<file path="config.mk">
export PLATFORM = sky130hd
export DESIGN_NAME = mole_game_sequencer
export DESIGN_NICKNAME = d
export VERILOG_FILES = /design/src/rtl/mole_game_pkg.sv /design/src/rtl/mole_lfsr.sv /design/src/rtl/mole_game_sequencer.sv
export SDC_FILE = /design/constraint.sdc
export NUM_CORES = 1
export LEC_CHECK = 0
export ABC_AREA = 1
export BUFFER_PORTS_ARGS = -buffer_cell sky130_fd_sc_hd__buf_4
export CORE_ASPECT_RATIO = 1.25
export CORE_MARGIN = 5
export CORE_UTILIZATION = 50
export DETAILED_ROUTE_END_ITERATION = 6
export HOLD_SLACK_MARGIN = 0.12
export PLACE_DENSITY = 0.72
export SYNTH_ARGS = -nofsm -noshare
export SYNTH_HDL_FRONTEND = slang
export SYNTH_SLANG_ARGS = --single-unit
</file>
<file path="constraint.sdc">
create_clock -name clock_i -period 2.4 [get_ports clock_i]
set_clock_uncertainty 0.2 [all_clocks]
set_input_delay 0.24 -clock clock_i [delete_from_list [all_inputs] [get_ports clock_i]]
set_output_delay 0.24 -clock clock_i [all_outputs]
set_load 0.02 [all_outputs]
</file>
<file path="src/rtl/mole_game_pkg.sv">
// Shared types and constants for the whack-a-mole game sequencer.
// Holds the FSM state encoding, the external game-state codes, the LFSR tap
// mask and small helpers used by the sequencer and its LFSR.
package mole_game_pkg;

    // Internal sequencer states.
    typedef enum logic [2:0] {
        StIdle,
        StGap,
        StSpawn,
        StWait,
        StOver
    } state_e;

    // Codes presented on game_state_o.
    localparam logic [1:0] GS_IDLE = 2'b00;
    localparam logic [1:0] GS_PLAY = 2'b01;
    localparam logic [1:0] GS_OVER = 2'b10;

    // Galois taps for x^16 + x^14 + x^13 + x^11 + 1 (right-shifting form).
    localparam logic [15:0] LFSR_TAPS = 16'hB400;

    // Four-digit display ceiling.
    localparam int unsigned SCORE_MAX_DEFAULT = 9999;

    // One step of the right-shifting Galois LFSR.
    function automatic logic [15:0] lfsr_step(input logic [15:0] v);
        return {1'b0, v[15:1]} ^ (v[0] ? LFSR_TAPS : 16'h0000);
    endfunction

    // Never light the same hole twice in a row.
    function automatic logic [3:0] pick_idx(input logic [3:0] raw, input logic [3:0] prev);
        return (raw == prev) ? raw + 4'd1 : raw;
    endfunction

    // External code for an internal state.
    function automatic logic [1:0] game_state_code(input state_e s);
        logic [1:0] code;
        code = GS_IDLE;
        unique case (s)
            StIdle:                 code = GS_IDLE;
            StGap, StSpawn, StWait: code = GS_PLAY;
            StOver:                 code = GS_OVER;
            default:                code = GS_IDLE;
        endcase
        return code;
    endfunction

endpackage

</file>
<file path="src/rtl/mole_lfsr.sv">
// Free-running 16-bit Galois LFSR used to pick mole positions.
// Ports:
//   clock_i - system clock
//   reset_i - asynchronous active-low reset, loads SEED
//   lfsr_o  - current LFSR value, advances every cycle
module mole_lfsr
    import mole_game_pkg::*;
#(
    parameter logic [15:0] SEED = 16'hACE1
) (
    input  logic        clock_i,
    input  logic        reset_i,
    output logic [15:0] lfsr_o
);

    logic [15:0] r_lfsr;

    always_ff @(posedge clock_i or negedge reset_i) begin
        if (!reset_i) begin
            r_lfsr <= SEED;
        end else begin
            r_lfsr <= lfsr_step(r_lfsr);
        end
    end

    assign lfsr_o = r_lfsr;

endmodule

</file>
<file path="src/rtl/mole_game_sequencer.sv">
// Whack-a-mole round controller. Places one mole at a time at a pseudo-random
// position, scores switch rising edges against the lit mole, penalises wrong
// switches, counts the round down and reports state for the display path.
// Ports:
//   clock_i      - system clock
//   reset_i      - asynchronous active-low reset
//   mode_i       - difficulty; 00 means no mode selected (start is refused)
//   start_i      - single-cycle start/restart pulse
//   sec_tick_i   - single-cycle 1 Hz enable
//   mole_tick_i  - single-cycle mole-rate enable
//   switches_i   - synchronized switch levels
//   leds_o       - one-hot mole position or zero
//   score_o      - binary score, saturating
//   time_left_o  - binary seconds remaining
//   game_state_o - 00 idle, 01 play, 10 over
//   show_score_o - display select: 1 score, 0 time
module mole_game_sequencer
    import mole_game_pkg::*;
#(
    parameter int unsigned GAME_SECONDS = 30,
    parameter int unsigned MOLE_TIMEOUT = 3,
    parameter int unsigned SCORE_MAX    = SCORE_MAX_DEFAULT,
    parameter logic [15:0] LFSR_SEED    = 16'hACE1
) (
    input  logic        clock_i,
    input  logic        reset_i,
    input  logic [1:0]  mode_i,
    input  logic        start_i,
    input  logic        sec_tick_i,
    input  logic        mole_tick_i,
    input  logic [15:0] switches_i,
    output logic [15:0] leds_o,
    output logic [15:0] score_o,
    output logic [7:0]  time_left_o,
    output logic [1:0]  game_state_o,
    output logic        show_score_o
);

    localparam logic [7:0]  GameSecs = 8'(GAME_SECONDS);
    localparam logic [3:0]  MoleTmo  = 4'(MOLE_TIMEOUT);
    localparam logic [15:0] ScoreMax = 16'(SCORE_MAX);

    state_e      r_state, w_state_d;
    logic [15:0] r_leds, w_leds_d;
    logic [15:0] r_score, w_score_d;
    logic [7:0]  r_time, w_time_d;
    logic [3:0]  r_tmo, w_tmo_d;
    logic [3:0]  r_prev_idx, w_prev_idx_d;
    logic [15:0] r_sw_q;
    logic [1:0]  r_game_state;
    logic        r_show_score;

    logic [15:0] w_lfsr;
    logic        w_unused_lfsr;
    logic [15:0] w_rise;
    logic        w_hit;
    logic        w_wrong;
    logic        w_playing;
    logic        w_start_ok;
    logic        w_game_end;
    logic [3:0]  w_spawn_idx;

    mole_lfsr #(
        .SEED(LFSR_SEED)
    ) u_lfsr (
        .clock_i(clock_i),
        .reset_i(reset_i),
        .lfsr_o (w_lfsr)
    );

    // Only the low nibble selects a hole.
    assign w_unused_lfsr = ^w_lfsr[15:4];

    assign w_rise      = switches_i & ~r_sw_q;
    assign w_hit       = |(w_rise & r_leds);
    assign w_wrong     = |(w_rise & ~r_leds) & ~w_hit;
    assign w_playing   = (r_state == StGap) || (r_state == StSpawn) || (r_state == StWait);
    assign w_start_ok  = start_i && (mode_i != 2'b00);
    assign w_game_end  = w_playing && sec_tick_i && (r_time == 8'd1);
    assign w_spawn_idx = pick_idx(w_lfsr[3:0], r_prev_idx);

    always_comb begin
        w_state_d    = r_state;
        w_leds_d     = r_leds;
        w_score_d    = r_score;
        w_time_d     = r_time;
        w_tmo_d      = r_tmo;
        w_prev_idx_d = r_prev_idx;

        unique case (r_state)
            StIdle, StOver: begin
                w_leds_d = '0;
                if (w_start_ok) begin
                    w_state_d = StGap;
                    w_score_d = '0;
                    w_time_d  = GameSecs;
                end
            end
            StGap: begin
                w_leds_d = '0;
                if (mole_tick_i) begin
                    w_state_d = StSpawn;
                end
            end
            StSpawn: begin
                w_leds_d     = 16'd1 << w_spawn_idx;
                w_prev_idx_d = w_spawn_idx;
                w_tmo_d      = MoleTmo;
                w_state_d    = StWait;
            end
            StWait: begin
                if (w_hit) begin
                    if (r_score < ScoreMax) begin
                        w_score_d = r_score + 16'd1;
                    end
                    w_leds_d  = '0;
                    w_state_d = StGap;
                end else if (mole_tick_i) begin
                    if (r_tmo == 4'd1) begin
                        // Missed: relight straight away without a gap.
                        w_leds_d  = '0;
                        w_state_d = StSpawn;
                    end else begin
                        w_tmo_d = r_tmo - 4'd1;
                    end
                end
            end
            default: begin
                w_state_d = StIdle;
                w_leds_d  = '0;
            end
        endcase

        // Hit and wrong are mutually exclusive, so this never undoes a hit.
        if (w_playing && w_wrong && (r_score != 16'd0)) begin
            w_score_d = r_score - 16'd1;
        end

        if (w_playing && sec_tick_i) begin
            w_time_d = r_time - 8'd1;
        end

        // Round end overrides everything else decided this cycle.
        if (w_game_end) begin
            w_state_d    = StOver;
            w_leds_d     = '0;
            w_score_d    = r_score;
            w_time_d     = '0;
            w_tmo_d      = r_tmo;
            w_prev_idx_d = r_prev_idx;
        end
    end

    always_ff @(posedge clock_i or negedge reset_i) begin
        if (!reset_i) begin
            r_state      <= StIdle;
            r_leds       <= '0;
            r_score      <= '0;
            r_time       <= '0;
            r_tmo        <= '0;
            r_prev_idx   <= '0;
            r_sw_q       <= '0;
            r_game_state <= GS_IDLE;
            r_show_score <= 1'b0;
        end else begin
            r_state      <= w_state_d;
            r_leds       <= w_leds_d;
            r_score      <= w_score_d;
            r_time       <= w_time_d;
            r_tmo        <= w_tmo_d;
            r_prev_idx   <= w_prev_idx_d;
            r_sw_q       <= switches_i;
            r_game_state <= game_state_code(w_state_d);
            r_show_score <= (w_state_d == StOver);
        end
    end

    assign leds_o       = r_leds;
    assign score_o      = r_score;
    assign time_left_o  = r_time;
    assign game_state_o = r_game_state;
    assign show_score_o = r_show_score;

endmodule

</file>
==> flow_summary_export.csv, run 1 <==
group,metric,value,unit
global_routing,grt_max_degree,51,
hold_path,hold_class,"input port to flip-flop",
hold_path,whs_path_depth,4,
clock_network,root_buffer,"clkbuf_16",
synthesis,synth_nets,706,
route,firstDrtPassIters,7,
route,wire_per_inst,14.5,microns
place,gp_congestion,0.940,
power_and_ir_drop,vdd.ir_drop.worst,0.597,mV
clock_network,clkTransAtPathRegs,50,ps
synthesis,synth.top_cell.area_share,39.0,%
place,hpwl,9400,microns
cells_and_area,layout-drive-gt1-share,15.2,%
timing,max_slew_margin,66.4,%
global_routing,grt_pass1_wl,21700,microns
cells_and_area,stdcell_count,894,
route,remaining_drc_errors,0,
global_routing,grt.overflow.total,0,
cells_and_area,finalCoreUtilization,62.6,%
synthesis,ys_async_sr_fraction,100,%
route,drt_first_iter_violations,276,
cells_and_area,num-fill-cells,862,
synthesis,netlist_area,0.00495,sq mm
timing,worstMarginPinSlew,503,ps
synthesis,synthMostInstantiatedCell,"nand2_1",
synthesis,synth_area_per_cell,7.33,sq um
timing,holdWs,119,ps
setup_path,crit_path_end_kind,"flip-flop",
timing,maxSlewViolCount,0,
synthesis,synth_flop_cell,"dfrtp_1",
cells_and_area,syn2layout_area_growth,22.3,%
timing,fmax,0.446,GHz
place,place_inst,857,
cells_and_area,finalInstanceArea,0.00605,sq mm
route,routed_wl,12900,microns
route,antenna_left,0,
timing,rsz0062_at_grt,"no",
cells_and_area,nNetsFinal,794,
clock_network,cts_buffers,9,
global_routing,grt_pass1_vias,4520,
timing,finalSetupViolations,0,
setup_path,critPathArrivalTime,2310,ps
setup_path,cp.required,2470,ps
setup_path,r2r_cells,8,
place,post_dp_cell_area,0.00556,sq mm
power_and_ir_drop,leakagePower,3.22,nW
flow_run,maxCapViolCount,0,
route,vias_per_cell,5.23,
clock_network,htree_levels,3,
global_routing,grt_antenna_before_repair,0,
global_routing,track_usage,22.5,%
timing,hold_viol,0,
synthesis,synth.distinct_cells,32,
run_status,status,"finished clean",
synthesis,synth_common_cells,"nand2_1 (209), inv_1 (84), dfrtp_1 (77), nor2_1 (70), nand3_1 (68)",
place,portBuffers,65,
synthesis,synth_area_leader_cell,"dfrtp_1",
synthesis,netlist_instances,675,
clock_network,clkLatencyLatePin,340,ps
floorplanning,die_w,99.0,microns
setup_path,start_kind,"input port",
timing,timing.final.crit_share,93.4,%
floorplanning,die_y,121,microns
floorplanning,ios,66,
timing,final.min_clock_period,2240,ps
synthesis,ys_ff_latch,85,
floorplanning,start_util,51.2,%
synthesis,seq_area_frac_synth,43.2,%
synthesis,synth.area.top_cells,"dfrtp_1 (39%), nand2_1 (16%), nand3_1 (6.9%), inv_1 (6.4%), nor2_1 (5.3%)",
clock_network,postCtsSetupBuffers,0,
timing,setup_tns,0,ps
clock_network,cts_tree,"done",
clock_network,cts.sinks,85,
setup_path,crit_path_max_fanout,17,
power_and_ir_drop,p_per_area,1140,mW/mm^2
synthesis,yosysWarnings,0,
cells_and_area,n_antenna_cell,0,
clock_network,clk_path_buf_depth,2,
setup_path,worstSetupPathType,"input port to flip-flop",
floorplanning,rows,40,
floorplanning,coreArea,0.00966,sq mm
route,num_vias,4678,
floorplanning,die-area,0.0120,sq mm
synthesis,synth_edf_count,0,
-- layout by cell type (no fill, tap or decap), types with 9 or more instances in the layout --
cell type	n
o21ai_0	24
nand4_1	22
inv_1	83
nor2_1	70
dfrtp_1	77
a21oi_1	11
o22ai_1	12
buf_4	76
nand2_1	209
clkbuf_16	9
dlygate4sd3_1	21
xor2_1	20
nand3_1	68
-- worst paths after layout --
path                             startpoint                to  slack (ps)
setup / recovery              switches_i[8]        score_o[0]         160
max in group asynchronous           reset_i    time_left_o[3]        1180
min in group asynchronous           reset_i         r_sw_q[0]         190
hold / removal                    mode_i[1]        r_state[2]         120
setup reg to reg           u_lfsr.lfsr_o[0]         leds_o[6]         180
hold reg to reg            u_lfsr.lfsr_o[4]  u_lfsr.lfsr_o[3]         150
-- area by class of cell --
type | instances | area, sq um | share of cell area, %
Sequential cell | 85 | 2140 | 35.3
Clock buffer | 12 | 246 | 4.07
Tap cell | 126 | 158 | 2.61
Clock inverter | 4 | 31.3 | 0.517
Timing Repair Buffer | 98 | 801 | 13.2
Inverter | 84 | 315 | 5.21
Multi-Input combinational cell | 485 | 2360 | 39.0
-- registers in the layout, summed over array words and instances, names as in the netlist --
register / flops
game_state_o: 2
leds_o: 16
r_prev_idx: 4
r_state: 3
r_sw_q: 16
r_tmo: 4
score_o: 16
time_left_o: 8
u_lfsr.lfsr_o: 16
-- layer usage --
layer	share of wire (%)	GRT usage, %	vias up	wire (microns)
met5	0	0	-	0
met4	1.9	8.54	0	244
met3	5.5	3.74	25	710
met2	50	37.4	130	6500
met1	42	29.2	2198	5490
li1	-	-	2325	-
-- cell families after synthesis --
family / count (synthesis) / share of synthesized area [%]
and+or+nand+nor: 401 / 35.6
DFF: 85 / 43.2
xor gates and xnor gates: 22 / 3.90
adders and majority gates: 8 / 2.02
buffers and inverters: 105 / 9.03
AOI/OAI and AO/OA: 54 / 6.20
-- where the power goes --
part	switching, mW	internal [mW]
clock network	0.554	0.737
registers	0.340	1.72
logic	2.31	1.22
-- worst max-delay path: stages --
cell and delay (ps):
dlygate4sd3_1 540, buf_4 150, nand3_1 70, nand2_1 50
nor2_1 150, nand2_1 200, nor2_8 180, nand2_1 100
nand2_1 110, nand2_4 150, nand2_4 210, nand2_1 80
nand2_1 70
-- per-stage QoR --
step	setup WS [ps]	power (mW)
after floorplan	304	4.58
after global placement	206	5.48
after detailed placement	159	5.55
after CTS	106	6.89
after global routing	12.1	7.46
final	157	6.88
-- what timing repair did --
item	CTS	global route
gates resized for setup	0	2
endpoints found under the hold margin	105	0
hold buffers	21	0
setup endpoints to repair	0	5
No activity file was read; power rests on OpenSTA's default activity.
==> run 2: changes to the inputs <==
--- a/config.mk
+++ b/config.mk
@@ -6,13 +6,13 @@
 export NUM_CORES = 1
 export LEC_CHECK = 0
 export ABC_AREA = 1
-export BUFFER_PORTS_ARGS = -buffer_cell sky130_fd_sc_hd__buf_4
 export CORE_ASPECT_RATIO = 1.25
 export CORE_MARGIN = 5
 export CORE_UTILIZATION = 50
 export DETAILED_ROUTE_END_ITERATION = 6
+export DONT_BUFFER_PORTS = 1
 export HOLD_SLACK_MARGIN = 0.12
-export PLACE_DENSITY = 0.72
+export PLACE_DENSITY = 0.66
 export SYNTH_ARGS = -nofsm -noshare
 export SYNTH_HDL_FRONTEND = slang
 export SYNTH_SLANG_ARGS = --single-unit
==> flow_summary_export.csv, run 2 (synthesis gave the netlist of run 1 again) <==
group,metric,value,unit
setup_path,crit_chain,"nand3_1, nand2_1, nor2_1, nand2_1, nor2_8, nand2_1, nand2_1, nand2_8, nand2_4, nand2_1, nand2_1",
cells_and_area,nNetsFinal,752,
setup_path,cp_common_cell,"nand2_1",
place,portBuffers,0,
route,routed_wl,13000,microns
clock_network,htree_levels,3,
route,vias_per_cell,5.35,
route,remaining_drc_errors,0,
floorplanning,die_w,99.0,microns
place,hpwl,9510,microns
floorplanning,start_util,51.2,%
power_and_ir_drop,internal-power,3.69,mW
route,drt_first_iter_violations,271,
place,gp_congestion,0.983,
clock_network,postCtsSetupBuffers,0,
route,top_layer_used,"met4",
floorplanning,die-area,0.0120,sq mm
place,post_dp_cell_area,0.00524,sq mm
power_and_ir_drop,p_clk_share,20.6,%
setup_path,start_kind,"flip-flop",
global_routing,grt_pass1_vias,4461,
timing,final.min_clock_period,2260,ps
floorplanning,ios,66,
place,place_inst,815,
global_routing,grt_pass1_wl,21500,microns
power_and_ir_drop,p_per_area,1210,mW/mm^2
clock_network,cts.sinks,85,
setup_path,crit_path_max_fanout,17,
route,num_vias,4560,
global_routing,grt_max_degree,86,
hold_path,hold_class,"input port to asynchronous set/reset pin",
global_routing,track_usage,22.4,%
floorplanning,die_y,121,microns
setup_path,crit_path_end_kind,"flip-flop",
route,wl_met3,724,microns
cells_and_area,finalInstanceArea,0.00576,sq mm
floorplanning,rows,40,
clock_network,clk_path_buf_depth,2,
power_and_ir_drop,p_switching,3.28,mW
setup_path,cp.required,2480,ps
setup_path,critPathArrivalTime,2340,ps
timing,holdWs,-618,ps
timing,setup_tns,0,ps
flow_run,maxCapViolCount,0,
cells_and_area,layout-drive-gt1-share,10.6,%
clock_network,clkLatencyLatePin,350,ps
cells_and_area,syn2layout_area_growth,16.5,%
cells_and_area,finalCoreUtilization,59.7,%
clock_network,clkTransAtPathRegs,70,ps
setup_path,worstSetupPathType,"flip-flop to flip-flop",
timing,worstMarginPinSlew,512,ps
route,dr_wl_met2,6440,microns
run_status,violations,"hold timing",
power_and_ir_drop,switching_share,47.1,%
floorplanning,coreArea,0.00966,sq mm
setup_path,crit_family,"simple AND/OR/NAND/NOR gates",
global_routing,grt_antenna_before_repair,0,
timing,timing.final.crit_share,94.2,%
cells_and_area,layout_common_cells,"nand2_1 (208), inv_1 (84), dfrtp_1 (77)",
setup_path,worst-path-buf-inv,0,
clock_network,ctsHoldBuffers,21,
timing,hold_viol,85,
power_and_ir_drop,comb_power_share,49.7,%
power_and_ir_drop,leakagePower,3.02,nW
clock_network,root_buffer,"clkbuf_16",
route,wire_per_inst,15.3,microns
cells_and_area,num-fill-cells,865,
power_and_ir_drop,seqPwrFrac,29.6,%
power_and_ir_drop,vdd.ir_drop.worst,0.668,mV
timing,finalSetupViolations,0,
route,wl_met1,5460,microns
global_routing,grt.overflow.total,0,
clock_network,cts_tree,"done",
setup_path,critical_path.slowest_cell,"dfrtp_1",
timing,fmax,0.442,GHz
route,antenna_left,0,
cells_and_area,stdcell_count,852,
timing,max_slew_margin,65.7,%
clock_network,cts_buffers,9,
timing,rsz0062_at_grt,"yes",
cells_and_area,final_common_cell,"nand2_1",
route,firstDrtPassIters,5,
run_status,status,"finished with violations",
setup_path,max_stage_delay,480,ps
cells_and_area,n_antenna_cell,0,
timing,maxSlewViolCount,0,
==> run 2: cell count changes in the layout (fill, tap and decap cells not counted), sizes merged <==
cell,delta
clkinvlp,+1
bufinv,+1
clkbuf,-3
inv,+2
clkinv,-1
buf,-42
==> run 2: timing repair <==
action | CTS | global route
gates resized for setup | 0 | 2
endpoints found under the setup margin | 0 | 18
endpoints found under the hold margin | 111 | 85
==> run 2: layer usage <==
metal | track usage (%) | vias to the layer above
met1 | 27.1 | 2149
met5 | 0 | -
met4 | 8.54 | 0
met3 | 4.89 | 35
met2 | 38.9 | 135
li1 | - | 2241
==> run 2: final timing paths <==
kind / start / end / slack, ps / cells after the start
setup / recovery: leds_o[10] / score_o[3] / 140 / 11
hold / removal: reset_i / score_o[13] / -620 / 0
setup reg to reg: leds_o[10] / score_o[3] / 140 / 11
hold reg to reg: u_lfsr.lfsr_o[4] / u_lfsr.lfsr_o[3] / 150 / 0
max in group asynchronous: reset_i / u_lfsr.lfsr_o[6] / 2390 / 0
min in group clock_i: u_lfsr.lfsr_o[4] / u_lfsr.lfsr_o[3] / 150 / 0
==> run 2: layout make-up <==
| class | count | area (sq um) | area share, % |
|---|---|---|---|
| sequential | 85 | 2140 | 37.1 |
| tap | 126 | 158 | 2.74 |
| clock buffer | 9 | 225 | 3.91 |
| timing repair buffer | 56 | 473 | 8.21 |
| multi-input combinational | 485 | 2370 | 41.2 |
| inverter | 84 | 315 | 5.47 |
| clock inverter | 7 | 80.1 | 1.39 |
==> run 2: power by group through the flow <==
stage	clock network (mW)	logic, mW	registers, mW
floorplan	0	2.41	2.16
CTS	1.47	3.41	2.07
detailed placement	0	3.35	2.09
finish	1.44	3.46	2.07
global placement	0	3.29	2.09
global route	1.54	3.86	2.10
==> run 2: per-stage QoR <==
step	worst slack [ps]	power [mW]	hold WS, ps
3_3_place_gp	117	5.38	-253
2_1_floorplan	304	4.58	-256
6_report	139	6.97	-618
4_1_cts	89.7	6.95	-626
3_5_place_dp	108	5.44	-253
5_1_grt	-8.99	7.50	-637
